## src/rtl/pll_rst_seq.sv

```systemverilog
// Power-on clock/reset sequencer for the RTC and system PLLs.
// Brings up each PLL in turn, qualifies its lock, then releases peripheral and core reset.
module pll_rst_seq #(
    parameter int RST_CYC    = 16,
    parameter int STABLE_CYC = 64,
    parameter int TMO_CYC    = 65536,
    parameter int GAP_CYC    = 8,
    parameter int MAX_RETRY  = 3
) (
    input  logic       clk,
    input  logic       rst_n,
    input  logic       pll_lock_rtc,
    input  logic       pll_lock_sys,
    input  logic       restart_req,
    output logic       pll_rtc_rst,
    output logic       pll_sys_rst,
    output logic       periph_rst_n,
    output logic       core_rst_n,
    output logic       running,
    output logic       fault,
    output logic [2:0] seq_state,
    output logic [7:0] lock_loss_cnt
);

    // state     | meaning
    // RST_PLL   | both PLL resets held for RST_CYC cycles
    // WAIT_RTC  | RTC PLL out of reset, qualifying its lock
    // WAIT_SYS  | system PLL out of reset, qualifying its lock
    // GAP       | peripherals released, core still in reset
    // RUN       | everything out of reset
    // FAULT     | retries exhausted, held until rst_n
    typedef enum logic [2:0] {
        ST_RST_PLL  = 3'd0,
        ST_WAIT_RTC = 3'd1,
        ST_WAIT_SYS = 3'd2,
        ST_GAP      = 3'd3,
        ST_RUN      = 3'd4,
        ST_FAULT    = 3'd5
    } state_t;

    localparam int CW = $clog2(TMO_CYC + 1);
    localparam int SW = (STABLE_CYC > 1) ? $clog2(STABLE_CYC + 1) : 1;
    localparam int RW = (MAX_RETRY > 0) ? $clog2(MAX_RETRY + 1) : 1;

    localparam logic [CW-1:0] RST_LAST    = CW'(RST_CYC - 1);
    localparam logic [CW-1:0] TMO_LAST    = CW'(TMO_CYC - 1);
    localparam logic [CW-1:0] GAP_LAST    = CW'(GAP_CYC - 1);
    localparam logic [SW-1:0] STABLE_LAST = SW'(STABLE_CYC - 1);
    localparam logic [RW-1:0] RETRY_MAX   = RW'(MAX_RETRY);

    state_t        state_q, state_d;
    logic [CW-1:0] cnt_q, cnt_d;
    logic [SW-1:0] stab_q, stab_d;
    logic [RW-1:0] retry_q, retry_d;
    logic [7:0]    loss_q, loss_d;
    logic          rtc_meta_q, rtc_meta_d, lock_rtc_s_q, lock_rtc_s_d;
    logic          sys_meta_q, sys_meta_d, lock_sys_s_q, lock_sys_s_d;
    logic          pll_rtc_rst_q, pll_rtc_rst_d, pll_sys_rst_q, pll_sys_rst_d;
    logic          periph_rst_n_q, periph_rst_n_d, core_rst_n_q, core_rst_n_d;
    logic          running_q, running_d, fault_q, fault_d;
    logic          fail, lock_loss, restart;

    always_ff @(posedge clk or negedge rst_n) begin
        if (!rst_n) begin
            state_q        <= ST_RST_PLL;
            cnt_q          <= '0;
            stab_q         <= '0;
            retry_q        <= '0;
            loss_q         <= '0;
            rtc_meta_q     <= 1'b0;
            lock_rtc_s_q   <= 1'b0;
            sys_meta_q     <= 1'b0;
            lock_sys_s_q   <= 1'b0;
            pll_rtc_rst_q  <= 1'b1;
            pll_sys_rst_q  <= 1'b1;
            periph_rst_n_q <= 1'b0;
            core_rst_n_q   <= 1'b0;
            running_q      <= 1'b0;
            fault_q        <= 1'b0;
        end else begin
            state_q        <= state_d;
            cnt_q          <= cnt_d;
            stab_q         <= stab_d;
            retry_q        <= retry_d;
            loss_q         <= loss_d;
            rtc_meta_q     <= rtc_meta_d;
            lock_rtc_s_q   <= lock_rtc_s_d;
            sys_meta_q     <= sys_meta_d;
            lock_sys_s_q   <= lock_sys_s_d;
            pll_rtc_rst_q  <= pll_rtc_rst_d;
            pll_sys_rst_q  <= pll_sys_rst_d;
            periph_rst_n_q <= periph_rst_n_d;
            core_rst_n_q   <= core_rst_n_d;
            running_q      <= running_d;
            fault_q        <= fault_d;
        end
    end

    always_comb begin
        // A PLL held in reset cannot report a valid lock, so its synchronizer is flushed.
        rtc_meta_d   = pll_rtc_rst_q ? 1'b0 : pll_lock_rtc;
        lock_rtc_s_d = pll_rtc_rst_q ? 1'b0 : rtc_meta_q;
        sys_meta_d   = pll_sys_rst_q ? 1'b0 : pll_lock_sys;
        lock_sys_s_d = pll_sys_rst_q ? 1'b0 : sys_meta_q;

        state_d   = state_q;
        cnt_d     = '0;
        stab_d    = '0;
        retry_d   = retry_q;
        loss_d    = loss_q;
        fail      = 1'b0;
        lock_loss = 1'b0;
        restart   = 1'b0;

        case (state_q)
            ST_RST_PLL: begin
                if (cnt_q == RST_LAST) state_d = ST_WAIT_RTC;
                else                   cnt_d   = cnt_q + 1'b1;
            end
            ST_WAIT_RTC: begin
                if (lock_rtc_s_q && (stab_q == STABLE_LAST)) begin
                    state_d = ST_WAIT_SYS;
                end else if (cnt_q == TMO_LAST) begin
                    fail = 1'b1;
                end else begin
                    cnt_d  = cnt_q + 1'b1;
                    stab_d = lock_rtc_s_q ? stab_q + 1'b1 : '0;
                end
            end
            ST_WAIT_SYS: begin
                if (!lock_rtc_s_q) begin
                    fail = 1'b1;
                end else if (lock_sys_s_q && (stab_q == STABLE_LAST)) begin
                    state_d = ST_GAP;
                end else if (cnt_q == TMO_LAST) begin
                    fail = 1'b1;
                end else begin
                    cnt_d  = cnt_q + 1'b1;
                    stab_d = lock_sys_s_q ? stab_q + 1'b1 : '0;
                end
            end
            ST_GAP: begin
                if (!lock_rtc_s_q || !lock_sys_s_q) lock_loss = 1'b1;
                else if (cnt_q == GAP_LAST)         state_d   = ST_RUN;
                else                                cnt_d     = cnt_q + 1'b1;
            end
            ST_RUN: begin
                if (!lock_rtc_s_q || !lock_sys_s_q) lock_loss = 1'b1;
                else if (restart_req)               restart   = 1'b1;
            end
            ST_FAULT: state_d = ST_FAULT;
            default:  state_d = ST_RST_PLL;
        endcase

        if (fail) begin
            if (retry_q < RETRY_MAX) begin
                retry_d = retry_q + 1'b1;
                state_d = ST_RST_PLL;
            end else begin
                state_d = ST_FAULT;
            end
        end

        if (lock_loss || restart) begin
            state_d = ST_RST_PLL;
            retry_d = '0;
            if (lock_loss && (loss_q != 8'hFF)) loss_d = loss_q + 1'b1;
        end

        // Outputs follow the next state so every output is a flop that changes with the transition.
        pll_rtc_rst_d  = (state_d == ST_RST_PLL) || (state_d == ST_FAULT);
        pll_sys_rst_d  = (state_d == ST_RST_PLL) || (state_d == ST_WAIT_RTC) || (state_d == ST_FAULT);
        periph_rst_n_d = (state_d == ST_GAP) || (state_d == ST_RUN);
        core_rst_n_d   = (state_d == ST_RUN);
        running_d      = (state_d == ST_RUN);
        fault_d        = fault_q || (state_d == ST_FAULT);
    end

    assign pll_rtc_rst   = pll_rtc_rst_q;
    assign pll_sys_rst   = pll_sys_rst_q;
    assign periph_rst_n  = periph_rst_n_q;
    assign core_rst_n    = core_rst_n_q;
    assign running       = running_q;
    assign fault         = fault_q;
    assign seq_state     = state_q;
    assign lock_loss_cnt = loss_q;

endmodule

```

## config.mk

```make
export PLATFORM = sky130hd
export DESIGN_NAME = pll_rst_seq
export DESIGN_NICKNAME = d
export VERILOG_FILES = /design/src/rtl/pll_rst_seq.sv
export SDC_FILE = /design/constraint.sdc
export NUM_CORES = 1
export LEC_CHECK = 0
export ABC_AREA = 1
export CORE_MARGIN = 8
export CORE_UTILIZATION = 52
export CTS_BUF_LIST = sky130_fd_sc_hd__clkbuf_2 sky130_fd_sc_hd__clkbuf_4 sky130_fd_sc_hd__clkbuf_8
export CTS_CLUSTER_SIZE = 10
export DETAILED_ROUTE_END_ITERATION = 12
export DONT_BUFFER_PORTS = 1
export HOLD_SLACK_MARGIN = 0.1
export PLACE_DENSITY = 0.7
export SYNTH_ARGS = -nofsm -noshare
export SYNTH_HDL_FRONTEND = slang
export SYNTH_SLANG_ARGS = --single-unit
```

## constraint.sdc

```tcl
create_clock -name clk -period 2.7 [get_ports clk]
set_input_delay 0.405 -clock clk [delete_from_list [all_inputs] [get_ports clk]]
set_output_delay 0.405 -clock clk [all_outputs]
set_load 0.1 [all_outputs]
```

==> impl_results.md <==
* Simple-gate share of the synthesized area at 0.352
* Critical Path Start: cnt_q[0]
* Most used DFF post-synth: dfrtp_1
* Vias at 1,911
* Status: completed
* Reg2Reg Launch Point: cnt_q[0]
* Drt wl/cell at 12.1 um
* Slew HR at 0.377
* Pre-CTS setup slack at 0.0702 ns
* Net switching power at 0.245 mW
* Seq/Total Area, Yosys at 0.447
* Tmin final at 2.57 ns
* CTS tree: yes
* Syn_area_per_cell at 8.64 um2
* H-tree depth at 2
* Critical Path Source Type: flip-flop
* Synth warn at 0
* Synthesis-to-layout area growth at 16.6%
* CTS buffer count at 5
* Max Cap Viol at 0
* Yosys reg bits at 46
* DIE HEIGHT at 86.5 um
* Layout cells sized above 1 at 0.304
* Nets at 336
* Reg2reg setup slack at 0.13 ns
* DRT iter0 DRCs at 75
* Io pins at 22
* Clk pwr share at 0.374
* Drt via density at 4.86
* RePlAce Congestion at 0.865
* Port Buffer Count at 0
* Critical Path RT at 2.94 ns
* Largest family of logic cells by synthesized area: simple AND/OR/NAND/NOR gates
* Area contributors post-synth: dfrtp_1, inv_1, nand2_1, nor2_2, nor2_1
* Clock latency on the worst-skew pair at 0.30 ns
* Synth Area in Compound Gates at 0.0363
* DP HPWL at 3.46 mm
* Reg2reg path depth at 21
* Syn Inst Count at 299
* Wirelength, routed at 4.77 mm
* Final setup fails at 0
* Fill cell count at 421
* Clock Sinks at 46
* Row cnt at 25
* Vias in the first global route at 1,912
* Pin count of the biggest net entering global routing at 47
* Horiz. Die Dim at 86.5 um
* Total negative setup slack at 0 ns
* Pint at 0.922 mW
* Final Hold Vio Count at 0
* P per Cell Area at 387 nW/um2
* Post-synth top area share at 0.426
* Antenna violations before repair at 0
* Top cells by count, synth: dfrtp_1, inv_1, nand2_1, nor2_1, nand3_1
* Finished Core Util at 0.633
* Cell type with the largest total area after synthesis: dfrtp_1
* Seq pwr share at 0.598
* GR Util All Layers at 0.137
* Setup crit end kind: flip-flop
* Post-synth ARST share at 1.00
* N_diodes at 0
* Clock Tree Buf Depth at 2
* Switch share at 0.210
* Gr ovfl total at 0
* Comb power frac at 0.028
* Max VDD drop at 0.252 mV
* Max-slew violations at 0
* CP arrival at 2.81 ns
* R2R Path End: pll_rtc_rst
* Clock Pin Slew Worst Setup and Hold Paths at 0.08 ns
* First-pass GRT wire length at 8.36 mm
* Post-layout instance area at 3010 um2
* Post-synthesis net count at 310
* Static leakage at 1.45 nW
* Worst Setup EP: pll_rtc_rst
* Synth Area in Adders at 0.0291
* Post-synthesis cell area at 2580 um2
* EDFF count, synth at 0
* Initial Util at 0.543
* DR pass1 iterations at 4
* Achievable Freq at 0.389 GHz
* RSZ-0062 raised after global routing: yes
* Hold slack at 0.200 ns
* Crit Path Class: flip-flop to flip-flop
* CTS root buf: clkbuf_8
* Clock Skews at 0.00372 ns
* Drt drc at 0
* Measured slew at the worst slew-check pin at 0.937 ns
* Area after DPL at 2750 um2
* Mux cell area share after synthesis at 0
* Period utilization at 0.952
* Distinct cells, synth at 33
* Full die area at 7480 um2
* Total core area at 4750 um2
* Min-delay worst type: primary input to flip-flop
* Synth Area in XOR/XNOR at 0.0543
* Worst-path fanout max at 3
* Post-route ant nets at 0
* Setup ws final at 0.129 ns
layout make-up:
type                            count  area, um2  share of cell area
Multi-Input combinational cell    202       1310               0.435
Sequential cell                    46       1150               0.383
Timing Repair Buffer               21        184              0.0611
Inverter                           49        184              0.0611
Clock buffer                        7       90.1              0.0299
Tap cell                           67       83.8              0.0278
Clock inverter                      1       5.00             0.00166
critical path, stage by stage, from the launching register on:
cell	delay, ns
dfrtp_1	0.39
ha_2	0.21
nand2_2	0.07
nor2_4	0.14
nand3_2	0.11
nor2_4	0.15
nand3_2	0.08
nor2_2	0.13
nand4_1	0.08
nor2_1	0.11
nand3_1	0.11
inv_2	0.08
ha_4	0.15
buf_6	0.11
nand3_4	0.10
nand2_4	0.10
nand2_2	0.06
nand2_4	0.07
nor2_4	0.04
nand3_2	0.07
nand2_2	0.06
nor2_1	0.09
per-stage QoR:
stage,cells,power (mW)
6_report,393,1.17
5_1_grt,393,1.21
4_1_cts,389,1.18
3_5_place_dp,379,0.723
3_3_place_gp,379,0.723
2_1_floorplan,299,0.720
sequential cells by signal, indices dropped and copies added, names as in the netlist:
register / flops
seq_state: 3
fault: 1
lock_sys_s_q: 1
stab_q: 7
sys_meta_q: 1
pll_sys_rst: 1
lock_loss_cnt: 8
periph_rst_n: 1
lock_rtc_s_q: 1
running: 1
rtc_meta_q: 1
cnt_q: 17
pll_rtc_rst: 1
retry_q: 2
layout by cell type, fill, tap and decap left out, types with 3 or more instances in the layout:
cell type / Yosys / layout
nand3_1: 23 / 19
xor2_1: 8 / 8
nand3b_1: 3 / 3
nand4_1: 7 / 7
nand2_1: 44 / 39
nor2_1: 32 / 29
nor3_1: 8 / 8
o21ai_0: 4 / 3
nor2_4: 7 / 10
a21oi_1: 5 / 5
nor2_2: 20 / 20
nand3_2: 7 / 10
inv_2: 5 / 7
nand2_4: 0 / 3
clkbuf_8: 0 / 6
dfrtp_1: 44 / 43
ha_1: 6 / 4
nand2_2: 6 / 8
buf_4: 1 / 18
inv_1: 44 / 42
xnor2_1: 8 / 8
metal layers:
metal,up-vias,global-route usage,wire length (um)
li1,993,-,-
met1,892,0.170,2300
met2,20,0.217,2220
met3,6,0.0406,181
met4,0,0.0501,62
met5,-,0,0
logic make-up after synthesis:
family,count (synthesis)
buffers and inverters,51
AND/OR/NAND/NOR,166
adder cells (fa/ha/maj),6
flip-flops,46
AO/OA/AOI/OAI,14
XOR/XNOR,16
power by group through the flow:
stage | Sequential, mW | Clock, mW | Combinational, mW
after floorplan | 0.710 | 0 | 0.0103
after CTS | 0.697 | 0.450 | 0.0326
after global placement | 0.711 | 0 | 0.0119
final | 0.697 | 0.436 | 0.0329
after global routing | 0.698 | 0.474 | 0.0388
after detailed placement | 0.711 | 0 | 0.0123
worst min-delay path by stage:
| stage | endpoint | from | slack [ns] | depth (start not counted) |
|---|---|---|---|---|
| 2_1_floorplan | cnt_q[0] | rst_n | 0.11 | 0 |
| 5_1_grt | sys_meta_q | pll_lock_sys | 0.18 | 2 |
| 3_5_place_dp | lock_loss_cnt[3] | rst_n | 0.11 | 0 |
| 3_3_place_gp | lock_loss_cnt[3] | rst_n | 0.11 | 0 |
| 4_1_cts | sys_meta_q | pll_lock_sys | 0.19 | 2 |
| 6_report | sys_meta_q | pll_lock_sys | 0.20 | 2 |
what timing repair did:
action / in CTS / in global routing
setup endpoints to repair: 0 / 10
hold buffers: 2 / 0
hold endpoints to repair: 46 / 0
resized for setup: 0 / 26
buffers inserted: 0 / 4
Power figures use the tool's default switching activity.
